--- src/rtl/vm2002_pkg.sv ---
// Shared types and constants for the vending machine coin interface.
package vm2002_pkg;

  // Coin encoding used both for coins accepted and for change paid out.
  typedef enum logic [1:0] {
    NO_COINS = 2'b00,
    NICKEL   = 2'b01,
    DIME     = 2'b10,
    QUARTER  = 2'b11
  } coins_t;

  // Transaction result reported alongside done.
  typedef enum logic [1:0] {
    NO_STATUS    = 2'b00,
    AVAILABE     = 2'b01,
    OUT_OF_STOCK = 2'b10,
    ERROR        = 2'b11
  } status_t;

  // Bit positions of the one-hot change dispenser state vector.
  typedef enum int unsigned {
    CHG_IDLE_IDX   = 0,
    CHG_SELECT_IDX = 1,
    CHG_EMIT_IDX   = 2,
    CHG_DONE_IDX   = 3
  } change_state_index_t;

  // One-hot change dispenser states.
  typedef enum logic [3:0] {
    CHG_IDLE   = 4'b0001,
    CHG_SELECT = 4'b0010,
    CHG_EMIT   = 4'b0100,
    CHG_DONE   = 4'b1000
  } change_state_t;

  localparam logic [7:0] NICKEL_CENTS  = 8'd5;
  localparam logic [7:0] DIME_CENTS    = 8'd10;
  localparam logic [7:0] QUARTER_CENTS = 8'd25;

  // Face value in cents of a coin code; NO_COINS is worth nothing.
  function automatic logic [7:0] coin_cents(input coins_t coin);
    logic [7:0] cents;
    case (coin)
      QUARTER: cents = QUARTER_CENTS;
      DIME:    cents = DIME_CENTS;
      NICKEL:  cents = NICKEL_CENTS;
      default: cents = 8'd0;
    endcase
    return cents;
  endfunction

endpackage

--- src/rtl/change_dispenser_coin_select.sv ---
// Greedy coin chooser: largest in-stock coin whose value fits the remainder.
module coin_select
  import vm2002_pkg::*;
#(
  parameter int AMT_W = 8,
  parameter int CNT_W = 4
) (
  input  logic [AMT_W-1:0] remaining,
  input  logic [CNT_W-1:0] quarter_cnt,
  input  logic [CNT_W-1:0] dime_cnt,
  input  logic [CNT_W-1:0] nickel_cnt,
  output coins_t           coin,
  output logic [AMT_W-1:0] value
);

  localparam logic [AMT_W-1:0] QUARTER_AMT = AMT_W'(QUARTER_CENTS);
  localparam logic [AMT_W-1:0] DIME_AMT    = AMT_W'(DIME_CENTS);
  localparam logic [AMT_W-1:0] NICKEL_AMT  = AMT_W'(NICKEL_CENTS);
  localparam logic [CNT_W-1:0] EMPTY       = {CNT_W{1'b0}};

  // Priority pick from the largest denomination downward.
  always_comb begin
    coin = NO_COINS;
    if ((remaining >= QUARTER_AMT) && (quarter_cnt != EMPTY)) begin
      coin = QUARTER;
    end else if ((remaining >= DIME_AMT) && (dime_cnt != EMPTY)) begin
      coin = DIME;
    end else if ((remaining >= NICKEL_AMT) && (nickel_cnt != EMPTY)) begin
      coin = NICKEL;
    end else begin
      coin = NO_COINS;
    end
    value = AMT_W'(coin_cents(coin));
  end

endmodule

--- src/rtl/change_dispenser.sv ---
// Change payout engine: greedy QUARTER/DIME/NICKEL emission over a
// valid/ack handshake, with per-denomination inventory tracking.
module change_dispenser
  import vm2002_pkg::*;
#(
  parameter int AMT_W      = 8,
  parameter int CNT_W      = 4,
  parameter int INIT_COUNT = 8
) (
  input  logic             clk,
  input  logic             reset,
  input  logic             change_req,
  input  logic [AMT_W-1:0] change_amount,
  output logic             req_ready,
  output logic             coin_valid,
  output coins_t           coin_out,
  input  logic             coin_ack,
  output logic             done,
  output status_t          status,
  output logic [AMT_W-1:0] shortfall,
  input  logic             restock,
  output logic [CNT_W-1:0] quarter_cnt,
  output logic [CNT_W-1:0] dime_cnt,
  output logic [CNT_W-1:0] nickel_cnt
);

  localparam logic [CNT_W-1:0] FULL_COUNT = CNT_W'(INIT_COUNT);
  localparam logic [CNT_W-1:0] ONE_COIN   = {{(CNT_W-1){1'b0}}, 1'b1};
  localparam logic [AMT_W-1:0] NICKEL_AMT = AMT_W'(NICKEL_CENTS);
  localparam logic [AMT_W-1:0] ZERO_AMT   = {AMT_W{1'b0}};

  change_state_t    state_r, state_nxt_s;
  logic [AMT_W-1:0] remaining_r, remaining_nxt_s;
  logic [AMT_W-1:0] coin_value_r, coin_value_nxt_s;
  logic [AMT_W-1:0] shortfall_nxt_s, sel_value_s;
  logic [CNT_W-1:0] quarter_nxt_s, dime_nxt_s, nickel_nxt_s;
  coins_t           sel_coin_s, coin_out_nxt_s;
  status_t          status_nxt_s;
  logic             coin_valid_nxt_s, done_nxt_s, req_ready_nxt_s;

  coin_select #(
    .AMT_W(AMT_W),
    .CNT_W(CNT_W)
  ) u_coin_select (
    .remaining  (remaining_r),
    .quarter_cnt(quarter_cnt),
    .dime_cnt   (dime_cnt),
    .nickel_cnt (nickel_cnt),
    .coin       (sel_coin_s),
    .value      (sel_value_s)
  );

  // Next-state and next-output decode; outputs are registered below.
  always_comb begin
    state_nxt_s      = state_r;
    remaining_nxt_s  = remaining_r;
    coin_value_nxt_s = coin_value_r;
    quarter_nxt_s    = quarter_cnt;
    dime_nxt_s       = dime_cnt;
    nickel_nxt_s     = nickel_cnt;
    coin_out_nxt_s   = NO_COINS;
    coin_valid_nxt_s = 1'b0;
    status_nxt_s     = NO_STATUS;
    shortfall_nxt_s  = ZERO_AMT;

    case (state_r)
      CHG_IDLE: begin
        if (restock) begin
          // Restock wins over a simultaneous request, which is dropped.
          quarter_nxt_s = FULL_COUNT;
          dime_nxt_s    = FULL_COUNT;
          nickel_nxt_s  = FULL_COUNT;
          state_nxt_s   = CHG_IDLE;
        end else if (change_req) begin
          if ((change_amount % NICKEL_AMT) != ZERO_AMT) begin
            // Amounts not payable in nickels are rejected without paying.
            state_nxt_s     = CHG_DONE;
            status_nxt_s    = ERROR;
            shortfall_nxt_s = change_amount;
          end else begin
            remaining_nxt_s = change_amount;
            state_nxt_s     = CHG_SELECT;
          end
        end else begin
          state_nxt_s = CHG_IDLE;
        end
      end

      CHG_SELECT: begin
        if (sel_coin_s != NO_COINS) begin
          state_nxt_s      = CHG_EMIT;
          coin_out_nxt_s   = sel_coin_s;
          coin_value_nxt_s = sel_value_s;
          coin_valid_nxt_s = 1'b1;
        end else if (remaining_r == ZERO_AMT) begin
          state_nxt_s  = CHG_DONE;
          status_nxt_s = AVAILABE;
        end else begin
          state_nxt_s     = CHG_DONE;
          status_nxt_s    = OUT_OF_STOCK;
          shortfall_nxt_s = remaining_r;
        end
      end

      CHG_EMIT: begin
        if (coin_ack) begin
          // Selection guaranteed value <= remaining and count > 0.
          remaining_nxt_s = remaining_r - coin_value_r;
          case (coin_out)
            QUARTER: quarter_nxt_s = quarter_cnt - ONE_COIN;
            DIME:    dime_nxt_s    = dime_cnt - ONE_COIN;
            NICKEL:  nickel_nxt_s  = nickel_cnt - ONE_COIN;
            default: quarter_nxt_s = quarter_cnt;
          endcase
          state_nxt_s = CHG_SELECT;
        end else begin
          // Hold the offer steady until the mechanism takes it.
          coin_out_nxt_s   = coin_out;
          coin_valid_nxt_s = 1'b1;
          state_nxt_s      = CHG_EMIT;
        end
      end

      CHG_DONE: begin
        state_nxt_s = CHG_IDLE;
      end

      default: begin
        state_nxt_s = CHG_IDLE;
      end
    endcase

    done_nxt_s      = (state_nxt_s == CHG_DONE);
    req_ready_nxt_s = (state_nxt_s == CHG_IDLE);
  end

  // State, datapath and registered outputs with asynchronous reset.
  always_ff @(posedge clk or posedge reset) begin
    if (reset) begin
      state_r      <= CHG_IDLE;
      remaining_r  <= ZERO_AMT;
      coin_value_r <= ZERO_AMT;
      req_ready    <= 1'b1;
      coin_valid   <= 1'b0;
      coin_out     <= NO_COINS;
      done         <= 1'b0;
      status       <= NO_STATUS;
      shortfall    <= ZERO_AMT;
      quarter_cnt  <= FULL_COUNT;
      dime_cnt     <= FULL_COUNT;
      nickel_cnt   <= FULL_COUNT;
    end else begin
      state_r      <= state_nxt_s;
      remaining_r  <= remaining_nxt_s;
      coin_value_r <= coin_value_nxt_s;
      req_ready    <= req_ready_nxt_s;
      coin_valid   <= coin_valid_nxt_s;
      coin_out     <= coin_out_nxt_s;
      done         <= done_nxt_s;
      status       <= status_nxt_s;
      shortfall    <= shortfall_nxt_s;
      quarter_cnt  <= quarter_nxt_s;
      dime_cnt     <= dime_nxt_s;
      nickel_cnt   <= nickel_nxt_s;
    end
  end

endmodule

--- config.mk ---
export PLATFORM = sky130hd
export DESIGN_NAME = change_dispenser
export DESIGN_NICKNAME = d
export VERILOG_FILES = /design/src/rtl/vm2002_pkg.sv /design/src/rtl/change_dispenser_coin_select.sv /design/src/rtl/change_dispenser.sv
export SDC_FILE = /design/constraint.sdc
export NUM_CORES = 1
export LEC_CHECK = 0
export CAP_MARGIN = 5
export CORE_UTILIZATION = 30
export DETAILED_ROUTE_END_ITERATION = 10
export GPL_ROUTABILITY_DRIVEN = 0
export PLACE_DENSITY = 0.55
export SLEW_MARGIN = 20
export SYNTH_ARGS = -nofsm -noshare
export SYNTH_HDL_FRONTEND = slang
export SYNTH_SLANG_ARGS = --single-unit
--- constraint.sdc ---
create_clock -name clk -period 3.21 [get_ports clk]
set_clock_uncertainty 0.2 [all_clocks]
set_input_delay 0.642 -clock clk [delete_from_list [all_inputs] [get_ports clk]]
set_output_delay 0.642 -clock clk [all_outputs]
set_load 0.05 [all_outputs]
# Yosys cells after proc, flatten, opt, wreduce, memory -nomap -nowiden
# Cells that the tools add are included.
[totals]
reg_bits = 47
elab_cells = 97
[op_classes]
n_lt_le_gt_ge = 3
muxes = 43
n_div = 1
n_eq_ne = 19
n_addsub = 4
n_reduce_logical = 15
[op_table]
columns = ["operator", "count"]
rows = [
  ["2-to-1 mux 8 bit", 9],
  ["2-to-1 mux 4 bit", 11],
  ["case mux 8 bit (2 select lines)", 2],
  ["case mux 4 bit (2 select lines)", 3],
  ["2-to-1 mux 2 bit", 9],
  ["case mux 5 bit (3 select lines)", 1],
  ["case mux 4 bit (3 select lines)", 1],
  ["AND reduction 4 bit", 3],
  ["nonzero test 4 bit", 3],
  ["subtractor 4 x 1 -> 4 bit (second input constant)", 3],
  ["inequality test 2 bit (second input constant)", 5],
  ["equality test 2 bit (second input constant)", 4],
  ["equality test 4 x 1 -> 1 bit (second input constant)", 2],
  [">= comparator 8 x 3 -> 1 bit (second input constant)", 1],
  [">= comparator 8 x 4 -> 1 bit (second input constant)", 1],
  [">= comparator 8 x 5 -> 1 bit (second input constant)", 1],
  ["zero test 8 bit", 1],
  ["remainder unit 8 x 3 -> 8 bit (second input constant)", 1],
  ["case mux 2 bit (2 select lines)", 2],
  ["nonzero test 8 bit", 1],
  ["subtractor 8 bit", 1],
  ["inequality test 2 x 1 -> 1 bit (second input constant)", 3],
  ["AND reduction 5 bit", 1],
  ["equality test 2 x 1 -> 1 bit (second input constant)", 2],
  ["other kinds (9)", 14],
]

# Depth between registers and ports, before layout
[depth]
word_depth = 9
mapped_depth = 16
ltp_nobuf = 13

# Hierarchy
# From an unflattened synthesis, not the netlist that was laid out.
[unflattened]
hier_cells = 385
area_unflattened_um2 = 3517.1
[modules_own_cells]
columns = ["module", "cells_per_inst", "area_per_inst_um2", "instances"]
rows = [
  ["change_dispenser", 363, 3362.0, 1],
  ["coin_select", 22, 155.1, 1],
]

# Worst setup path after synthesis
# No wires, ideal clock.
[synth_path]
kind = "input port to flip-flop"
startpoint = "input port change_amount[3]"
endpoint = "register remaining_r[2]"
stages = 14
setup_time_ps = 125
arrival_ps = 3298
required_time_ps = 2885
slack_ps = -413
cell_sequence = "buf_4 > buf_2 > nor2b_1 > a221o_1 > o31ai_1 > o21ai_0 > nor2_1 > ha_1 > nor4_1 > a211oi_2 > xnor2_2 > a21o_1 > buf_6 > mux2_4"
[synth_via]
elab_chain_cells = 4
[synth_rtl]
columns = ["item", "line", "text"]
rows = [
  ["from (decl)", "change_dispenser.sv:13", "input logic [AMT_W-1:0] change_amount,"],
  ["remainder unit 8 x 3 -> 8 bit", "change_dispenser.sv:75", "if ((change_amount % NICKEL_AMT) != ZERO_AMT) begin"],
  ["nonzero test 8 bit", "change_dispenser.sv:75", ""],
  ["inequality test 2 bit (no source line)", "-", ""],
  ["AND reduction 5 bit (no source line)", "-", ""],
  ["to (signal assigned)", "change_dispenser.sv:154", "remaining_r <= remaining_nxt_s;"],
  ["to (decl)", "change_dispenser.sv:33", "logic [AMT_W-1:0] remaining_r, remaining_nxt_s;"],
]
# No other way between the ends.
# A chain may end at the register's enable or synchronous reset.

# Worst setup path in the final report
[layout_path]
startpoint = "input port change_amount[7]"
endpoint = "register remaining_r[3]"
# Same word-level chain as after synthesis.

==> flow_metrics.env <==
export IMPL_critical_path_max_fanout=11
export IMPL_worst_path_max_delay_cell="clkdlybuf4s50_1"
export IMPL_layoutNonFillerInstCount=531
export IMPL_antenna_violations_before_repair=0
export IMPL_clock_tree_from_tritoncts="built"
export IMPL_syn_inst=333
export IMPL_multi_input_comb_area_um2=1810
export IMPL_numPlacedInstances=518
export IMPL_placeableCoreArea_um2=9729
export IMPL_netlist_cell_types=63
export IMPL_yosysMostFrequentCell="dfrtp_1"
export IMPL_vias_in_the_first_global_route=2575
export IMPL_antenna_cells_inserted=0
export IMPL_crit_path_end_kind="flop"
export IMPL_number_of_flops_mapped_to_enable_cells_by_yosys=0
export IMPL_grt_setup_unrepaired="true"
export IMPL_max_freq_mhz=312.7
export IMPL_overall_die_area_um2=10430
export IMPL_route_vias_total=2673
export IMPL_dr_first_iter_drc_count=114
export IMPL_per_instance_average_area_after_synthesis_um2=9.029
export IMPL_timing_critical_path_max_delay_family="compound AO/OA/AOI/OAI gates"
export IMPL_drt_first_pass_iters=4
export IMPL_cts_made_buffers=5
export IMPL_total_leakage_power_nw=1.745
export IMPL_drv_max_cap_violation_count=0
export IMPL_postRouteWirelength_um=7593
export IMPL_post_route_cells_drive_above_1_share=0.2010
export IMPL_register_area_um2=1107
export IMPL_yosys_top_cells_count="dfrtp_1 (39), nand2_1 (27), nor2_1 (21), o21ai_0 (21), inv_1 (20)"
export IMPL_cpPeakStageDelay_ns=0.39
export IMPL_effective_utilization_at_floorplan=0.3090
export IMPL_standard_cell_rows=36
export IMPL_ys_dominant_reg_cell="dfrtp_1"
export IMPL_worst_slew_pin_slew_ns=0.6182
export IMPL_crit_top_cell="buf_4"
export IMPL_power_density_nw_per_um2=570.9
export IMPL_cp_num_cells=11
export IMPL_port_buffers=39
export IMPL_grt_pass1_wl_um=12590
export IMPL_htreeDepth=2
export IMPL_timing_slew_headroom=0.5835
export IMPL_globalRoute_totalOverflow=0
export IMPL_synth_top_cells_by_area="dfrtp_1 (32%), ha_1 (5.4%), dfstp_2 (4.4%)"
export IMPL_ys_warn_count=0
export IMPL_net_switching_power_w=0.0008942
export IMPL_report_final_setup_viol=0
export IMPL_route_antenna_remaining_nets=0
export IMPL_cp_num_buf_inv=3
export IMPL_route_detailed_vias_per_inst=5.034
export IMPL_report_final_slew_viol_count=0
export IMPL_startpoint_to_endpoint_class_of_the_critical_path="primary input to flop"
export IMPL_hpwlAfterDp_um=5731
export IMPL_post_route_minimum_period_ns=3.198
export IMPL_cts_reportedPaths_clkPinSlew_ns=0.08
export IMPL_syn_num_nets=360
export IMPL_post_drt_wl_per_cell_um=14.30
export IMPL_track_usage=0.1543
export IMPL_critical_path_startpoint_type="primary input"
export IMPL_route_detailed_drc=0
export IMPL_final_nets=424
export IMPL_async_reset_ff_frac=1.000
export IMPL_power_sequential_fraction=0.367
export IMPL_p_clk_frac=0.184
export IMPL_share_of_synthesized_area_occupied_by_flip_flops_and_latches=0.3683
export IMPL_yosys_area_top_type="dfrtp_1"
export IMPL_path_cells="clkdlybuf4s50_1 -> buf_4 -> nor3b_2 -> a21oi_1 -> o311ai_1 -> nor4_1 -> buf_4 -> a211oi_2 -> xnor2_2 -> a21o_4 -> mux2_4"
export IMPL_fin_area_um2=3961
export IMPL_syn_cell_area_um2=3007
export IMPL_nFillCells=991
export IMPL_synth_top_area_frac=0.3246
export IMPL_floorplan_io_pins=40
export IMPL_final_period_utilization=0.9963
export IMPL_die_width_um=102.1
export IMPL_grt_max_degree=22
export IMPL_netSwitchingFraction=0.3954
export IMPL_die_height_um=102.1
export IMPL_hold_path_class="flop to flop"
export IMPL_ys_ff_latch=44
export IMPL_area_growth_synth_to_final_pct=31.75
export IMPL_finalHoldViolCount=0
export IMPL_r2r_cells=5
export IMPL_cell_internal_pwr_w=0.001367
export IMPL_detailed_place_area_um2=3700
export IMPL_clock_tree_buffer_depth=2
export IMPL_run_status="completed"
export IMPL_clk_insertion_delay_late_ns=0.29
export IMPL_cts_sinks=44
export IMPL_timing_critical_path_required_ns=3.19
export IMPL_clk_root_buffer_cell="clkbuf_8"
export IMPL_irDropWorstVdd_mv=0.2576
export IMPL_min_path_cells=2
export IMPL_combinationalPowerShare=0.448
export IMPL_worst_endpoint_arrival_ns=3.18
through the flow:
| step | setup WS, ns | setup TNS (ns) | total power [W] | util | hold slack [ns] |
|---|---|---|---|---|---|
| final | 0.01179 | 0 | 0.002262 | 0.4072 | 0.2921 |
| after CTS | -0.05064 | -0.1883 | 0.002262 | 0.3993 | 0.2952 |
| after global routing | -0.1358 | -1.401 | 0.002429 | 0.4072 | 0.3254 |
| after global placement | -0.7108 | -13.27 | 0.001797 | 0.3803 | 0.2706 |
| after detailed placement | -0.8491 | -15.76 | 0.001817 | 0.3803 | 0.2765 |
| after floorplan | -0.1745 | -0.9947 | 0.001525 | - | 0.2477 |
routing by layer:
metal | routed length (µm) | share of wire | global-route usage
met5 | 0 | 0 | 0
met4 | 74 | 0.0097 | 0.03736
met3 | 343 | 0.045 | 0.02736
met2 | 3513 | 0.46 | 0.2483
met1 | 3662 | 0.48 | 0.2147
flip-flops by register name (all words and copies together) (netlist names), 2 cells and up:
register / flops
quarter_cnt: 4
coin_out: 2
shortfall: 8
status: 2
state_r: 4
dime_cnt: 4
nickel_cnt: 4
remaining_r: 8
coin_value_r: 5
cell type report:
type                       count  area share
multi-input combinational    249      0.4570
inverter                      20     0.01895
clock buffer                   6     0.01832
timing repair buffer          77      0.1753
clock inverter                 2    0.008844
tap                          133     0.04201
sequential                    44      0.2795
kinds of logic (layout without fill, tap and decap cells):
logic type               after synthesis  after routing  share of synthesized area
AND/OR/NAND/NOR                      125            125                     0.2339
XOR/XNOR                              13             13                    0.04037
buffers and inverters                 40            105                    0.06575
adder cells (fa/ha/maj)               14             14                    0.06076
flip-flops                            44             44                     0.3683
AO/OA/AOI/OAI                         89             89                     0.1993
multiplexers                           8              8                    0.03163
worst register-to-register path, stage by stage, from the launching register on:
cell and delay [ns]:
dfrtp_1 0.44, nor3_1 0.38, nand3_1 0.27, o32ai_1 0.44, a21o_4 0.24, mux2_4 0.30
path summary, 6_finish.rpt:
path,from,to,slack [ns]
min in group asynchronous,reset,dime_cnt[2],0.45
max in group asynchronous,reset,quarter_cnt[3],1.75
min,coin_value_r[4],coin_value_r[4],0.29
max reg2reg,state_r[1],remaining_r[3],0.82
max,change_amount[7],remaining_r[3],0.01
min reg2reg,coin_value_r[4],coin_value_r[4],0.29
what timing repair did:
| action | 4_1_cts | 5_1_grt |
|---|---|---|
| pin swaps | 11 | 9 |
| endpoints found under the setup margin | 21 | 20 |
| gates resized for setup | 40 | 12 |
| buffers inserted | 3 | 2 |
| hold buffers | 0 | 0 |
cell usage in the layout (no fill, tap or decap), types with 8 or more instances in the layout:
| cell | count |
|---|---|
| a22o_1 | 8 |
| nor2_1 | 20 |
| nor3_1 | 10 |
| dfrtp_1 | 39 |
| inv_1 | 19 |
| nor2b_1 | 12 |
| a21oi_1 | 18 |
| clkdlybuf4s50_1 | 34 |
| o21ai_0 | 20 |
| buf_4 | 35 |
| nand2_1 | 27 |
| ha_1 | 13 |
power by group through the flow:
stage                     sequential (W)  clock [W]  combinational (W)
after CTS                       0.000832   0.000432           0.000998
final                           0.000831   0.000417            0.00101
after detailed placement        0.000843          0           0.000974
after global routing            0.000853   0.000456            0.00112
after floorplan                 0.000932          0           0.000592
after global placement          0.000839          0           0.000958
Note: power is estimated with default switching activity, not from simulation.
